### config.mk
export PLATFORM = sky130hd
export DESIGN_NAME = blackjack_fsm
export DESIGN_NICKNAME = d
export VERILOG_FILES = /design/src/rtl/blackjack_fsm.sv
export SDC_FILE = /design/constraint.sdc
export NUM_CORES = 1
export LEC_CHECK = 0
export CORE_MARGIN = 10
export CORE_UTILIZATION = 60
export DETAILED_ROUTE_END_ITERATION = 10
export PLACE_DENSITY = 0.83
export RECOVER_POWER = 25
export SYNTH_ARGS = -nofsm -noshare
export SYNTH_HDL_FRONTEND = slang
export SYNTH_SLANG_ARGS = --single-unit
### constraint.sdc
create_clock -name clk -period 6.4 [get_ports clk]
set_clock_uncertainty 0.1 [all_clocks]
set_input_delay 1.28 -clock clk [delete_from_list [all_inputs] [get_ports clk]]
set_output_delay 1.28 -clock clk [all_outputs]
set_load 0.005 [all_outputs]
### src/rtl/blackjack_fsm.sv
// Purpose: blackjack referee that tracks the deal, player hits and dealer draws, then declares the result.
// Latency: result outputs and DSTAY rise one clock after the D_CHECK decision; DHIT pulses one clock per dealer card.
// Backpressure: none; deal and player states stall until HIT, and dealer draws are paced by DHIT.
module blackjack_fsm (
    input  logic       clk,
    input  logic       reset,
    input  logic       stay,
    input  logic       hit,
    input  logic [3:0] card,
    output logic       win,
    output logic       lose,
    output logic       tie,
    output logic       dhit,
    output logic       dstay
);

    typedef enum logic [2:0] {
        DEAL_P1,
        DEAL_D1,
        DEAL_P2,
        DEAL_D2,
        PLAYER,
        D_CHECK,
        D_HIT,
        DONE
    } state_t;

    state_t     state;
    logic [5:0] ps;
    logic [5:0] ds;
    logic       hit_q;

    // Hand sums clamp at 63 so a long run of cards can never wrap back into range.
    function automatic logic [5:0] sat_add(input logic [5:0] a, input logic [3:0] b);
        logic [6:0] s;
        s = {1'b0, a} + {3'b000, b};
        return s[6] ? 6'd63 : s[5:0];
    endfunction

    // Game sequencer: state, hand sums, HIT edge history and all registered outputs.
    always_ff @(posedge clk or posedge reset) begin
        if (reset) begin
            state <= DEAL_P1;
            ps    <= 6'd0;
            ds    <= 6'd0;
            hit_q <= 1'b0;
            dhit  <= 1'b0;
            dstay <= 1'b0;
            win   <= 1'b0;
            lose  <= 1'b0;
            tie   <= 1'b0;
        end else begin
            hit_q <= hit;
            case (state)
                DEAL_P1: begin
                    if (hit) begin
                        ps    <= sat_add(ps, card);
                        state <= DEAL_D1;
                    end
                end
                DEAL_D1: begin
                    if (hit) begin
                        ds    <= sat_add(ds, card);
                        state <= DEAL_P2;
                    end
                end
                DEAL_P2: begin
                    if (hit) begin
                        ps    <= sat_add(ps, card);
                        state <= DEAL_D2;
                    end
                end
                DEAL_D2: begin
                    if (hit) begin
                        ds    <= sat_add(ds, card);
                        state <= PLAYER;
                    end
                end
                PLAYER: begin
                    // Standing wins over a coincident HIT rise; a held HIT yields one card.
                    if (stay) begin
                        state <= D_CHECK;
                    end else if (hit && !hit_q) begin
                        ps <= sat_add(ps, card);
                    end
                end
                D_CHECK: begin
                    if (ps > 6'd21 || ds >= 6'd17) begin
                        state <= DONE;
                        dstay <= 1'b1;
                        if (ps > 6'd21) begin
                            lose <= 1'b1;
                        end else if (ds > 6'd21) begin
                            win <= 1'b1;
                        end else if (ps > ds) begin
                            win <= 1'b1;
                        end else if (ps < ds) begin
                            lose <= 1'b1;
                        end else begin
                            tie <= 1'b1;
                        end
                    end else begin
                        ds    <= sat_add(ds, card);
                        dhit  <= 1'b1;
                        state <= D_HIT;
                    end
                end
                D_HIT: begin
                    dhit  <= 1'b0;
                    state <= D_CHECK;
                end
                DONE: begin
                    // Result is final until reset.
                    state <= DONE;
                end
                default: begin
                    state <= DEAL_P1;
                end
            endcase
        end
    end

endmodule

==> impl_summary.md <==
Route
The number of remaining DRC errors is 0. For this block, the initial DRC count from the detailed router was 48. The first-pass iteration count of the detailed router is 4. The average wire per cell in the routed design is 16.0 um. After detailed routing, the number of vias per cell comes to 6.03. The via count is 1146. The number of routed nets with antenna violations is 0. The overall routed net length is 3030 um.

Timing
The total negative setup slack is 0 ps. The number of hold-slack violations in the final timing report came to 0. Setup repair after global routing left no endpoint under its margin. The minimum clock period after layout is 3110 ps. The part of the cycle the worst path needs is 48.6%. For the pin with the worst max-slew slack, the measured transition is around 800 ps. For this run, the top clock speed supported by timing is around 320 MHz.

The normalized max-slew margin is between 40% and 50%. Setup violations remaining at the end of the flow were counted as 0. The max-slew violation count came to 0.

Floorplanning
The region available for standard cell placement spans 2230 um^2. The area enclosed by the die boundary is 4720 um^2. The initial core utilization is a little under two thirds. From left edge to right edge, the die measures a little under 70 um. The number of top-level pins is 13. The standard-cell row count is 17. In this run the vertical extent of the chip is about 69 um.

Final layout
From synthesis to final layout, the design area changed by 11.5%. After the last flow step, the layout net total stands at 187. Cells with a size suffix above 1 make up 8.02% of the layout. The final cell count without fillers is 190. The number of antenna diodes in the final layout is 0.

Setup path
The critical path starts at card[0]. The number of cells on the worst reg-to-reg path is 5. The critical path is of the input pin to register type. The worst stage delay on the critical path is 490 ps.

In this run the number of cells on the critical path is 9. The critical path goes through clkdlybuf4s50_1, ha_1, inv_1, fa_1, nor2b_1, o21ai_0, a21oi_1, nand3_1, o211ai_1. The worst register-to-register path begins at ds[2].

The master of the slowest instance on the critical path is sky130_fd_sc_hd__clkdlybuf4s50_1. For flop-to-flop paths, the worst setup slack is 4130 ps. The critical path data required time is ~6500 ps. In this run the critical register-to-register path is captured at ds[2]. The sum of buffers and inverters on the critical path is 2. On the critical path the largest part of the delay comes from adder cells. STA classifies the critical path endpoint as a register. In this run the worst setup path terminates at ps[1]. For the worst setup path, the data arrival time is approximately 3200 ps. Of all nets on the critical path, the largest fanout is 4. The worst setup path is launched from an input pin.

Synth
Sorting the synthesized cells by how often they occur yields 21 x sky130_fd_sc_hd__dfrtp_1, 18 x sky130_fd_sc_hd__inv_1, 14 x sky130_fd_sc_hd__ha_1, 13 x sky130_fd_sc_hd__nand2_1, 9 x sky130_fd_sc_hd__a21oi_1. After synthesis the cells add up to 1420 um^2. By area the synthesized netlist is led by sky130_fd_sc_hd__dfrtp_1 37%, sky130_fd_sc_hd__ha_1 12%, sky130_fd_sc_hd__inv_1 4.8%. The number of enable flip-flop cells after synthesis is 0.

The count of mapped cells out of synthesis is about 150. Among all flip-flop cells after synthesis, the most frequent one is sky130_fd_sc_hd__dfrtp_1. The average instance in the mapped netlist occupies roughly 9.6 um^2. Synthesis instantiated 37 different standard cells from the library. The number of nets in the synthesized netlist is about 170.

The largest total area in the synthesized netlist belongs to sky130_fd_sc_hd__dfrtp_1. Summing the sequential cell areas from Yosys gives 37.0% of the chip area. The proportion of netlist area held by the largest area contributor is 37.0%. Of all flip-flops after synthesis, the portion carrying an async set or reset was 100%. The number of warnings issued by yosys is 0. The flop and latch count out of synthesis is 21. Yosys instantiated no cell more often than sky130_fd_sc_hd__dfrtp_1.

Outcome
The run finished with clean final reports.

Clocking
The clock-pin slew on the worst setup and hold paths is between 100 and 150 ps. The buffers inserted during post-CTS setup optimization is 0. Post-CTS repair changed the size of 0 cells. The number of hold-repair buffers added at the cts stage is 0. The cell at the root of the clock tree is sky130_fd_sc_hd__clkbuf_4. The TritonCTS clock tree is done. The clock reaches the later pin of the worst-skew pair after 310 ps.

The clock drives 21 sinks. The number of levels the H-tree was split into is 1. The deepest clock path buffer count is 2. The clock buffer count from CTS is 3.

Place
The cell count after placement is approximately 190. Port buffering added 12 buffers. At the end of routability-driven placement, the weighted congestion stood at between 0.8 and 0.9. Detailed placement ended at an HPWL of 2400 um.

Global route
The via count of the first global-routing pass came to 1210. The pin count of the biggest net entering global routing is 22. The wire length of the first global-routing pass is between 5000 and 6000 um. The initial antenna violation count is 0. For this run, the total global-route usage over all layers was measured as approximately 14%. The remaining global-route overflow is 0.

Pwr
In this run the power density over the cells is approximately 150 nW/um^2. The design draws 0.000233 W. The leakage power of the design is 0.804 nW.

IR analysis of the VDD net gives a maximum drop of 0.165 mV.

Worst hold path
The min-delay analysis places its worst path in the category register to register.

Run
The tool flagged a number of max-cap violations equal to 0.
-- worst register-to-register path, delay by kind of cell, from the launching register on --
family           cells  cell delay (ps)
AO/OA/AOI/OAI        2              490
flip-flops           1              470
multiplexers         1              320
AND/OR/NAND/NOR      2              770
-- area by class of cell --
type | instances | area, um^2
clock buffer | 3 | 22.5
multi-input combinational | 107 | 810
tap | 28 | 35.0
inverter | 18 | 67.6
sequential | 21 | 526
timing repair buffer | 12 | 120
fill | 180 | 648
clock inverter | 1 | 5.00
-- power by group --
part	total [W]	switching [W]	internal, W
clock network	0.0000651	0.0000418	0.0000234
logic	0.0000295	0.0000149	0.0000147
registers	0.000138	0.00000300	0.000135
-- stage by stage --
stage / utilization, % / worst slack [ps] / hold slack [ps] / cell area (um^2)
floorplan: - / 3680 / 351 / 1420
global placement: 69.9 / 3030 / 344 / 1560
detailed placement: 69.9 / 2970 / 353 / 1560
CTS: 71.1 / 3300 / 385 / 1590
global route: 71.0 / 3120 / 416 / 1590
finish: 71.0 / 3290 / 386 / 1590
-- sequential cells by signal, indices dropped and copies added (netlist names) --
register  cells
ds            6
ps            6
state         3
dhit          1
dstay         1
hit_q         1
lose          1
tie           1
win           1
-- layout by cell type (no fill, tap or decap) --
master,instances
sky130_fd_sc_hd__nand4b_1,1
sky130_fd_sc_hd__clkbuf_4,3
sky130_fd_sc_hd__nor2_1,7
sky130_fd_sc_hd__fa_1,2
sky130_fd_sc_hd__nand3_1,5
sky130_fd_sc_hd__mux2_2,1
sky130_fd_sc_hd__o21ai_0,8
sky130_fd_sc_hd__inv_1,18
sky130_fd_sc_hd__nor4_1,1
sky130_fd_sc_hd__o211ai_1,4
sky130_fd_sc_hd__o31a_1,2
sky130_fd_sc_hd__dlygate4sd3_1,2
sky130_fd_sc_hd__xor2_1,1
sky130_fd_sc_hd__o21a_1,1
sky130_fd_sc_hd__a31oi_1,2
sky130_fd_sc_hd__ha_1,14
sky130_fd_sc_hd__o311ai_0,1
sky130_fd_sc_hd__or4_1,1
sky130_fd_sc_hd__nor2b_1,5
sky130_fd_sc_hd__dfrtp_1,21
sky130_fd_sc_hd__a21oi_1,10
sky130_fd_sc_hd__a2bb2oi_1,1
sky130_fd_sc_hd__o21bai_1,3
sky130_fd_sc_hd__mux2_4,4
sky130_fd_sc_hd__a21o_1,6
sky130_fd_sc_hd__a31o_2,2
sky130_fd_sc_hd__clkdlybuf4s50_1,10
sky130_fd_sc_hd__nand3b_1,1
sky130_fd_sc_hd__nand2_1,13
sky130_fd_sc_hd__a211oi_1,1
sky130_fd_sc_hd__nand2b_4,1
sky130_fd_sc_hd__clkinv_2,1
sky130_fd_sc_hd__o31ai_1,1
sky130_fd_sc_hd__nand2b_1,2
sky130_fd_sc_hd__xnor2_1,2
sky130_fd_sc_hd__a22o_1,1
sky130_fd_sc_hd__nand4_1,1
sky130_fd_sc_hd__and4b_1,1
sky130_fd_sc_hd__a21oi_2,1
-- routing by layer --
| layer | routed length (um) | up-vias | track usage [%] |
|---|---|---|---|
| li1 | - | 558 | - |
| met1 | 1450 | 567 | 17.6 |
| met2 | 1500 | 17 | 24.5 |
| met3 | 51 | 4 | 2.58 |
| met4 | 27 | 0 | 4.77 |
| met5 | 0 | - | 0 |
-- worst min path at each step --
stage	from	end	cells after the start
after floorplan	win	win	1
after global placement	win	win	1
after detailed placement	win	win	1
after CTS	win	win	1
after global routing	dstay	dstay	1
final	dstay	dstay	1
-- kinds of logic (layout without fill, tap and decap cells) --
logic type	count (synthesis)	in the layout	share of synthesized area (%)
adder cells (fa/ha/maj)	16	16	15.1
AO/OA/AOI/OAI	44	44	20.9
flip-flops	21	21	37.0
multiplexers	5	5	5.02
AND/OR/NAND/NOR	39	39	14.3
buffers and inverters	20	34	5.81
XOR/XNOR	3	3	1.85
No activity file was read; power rests on OpenSTA's default activity.
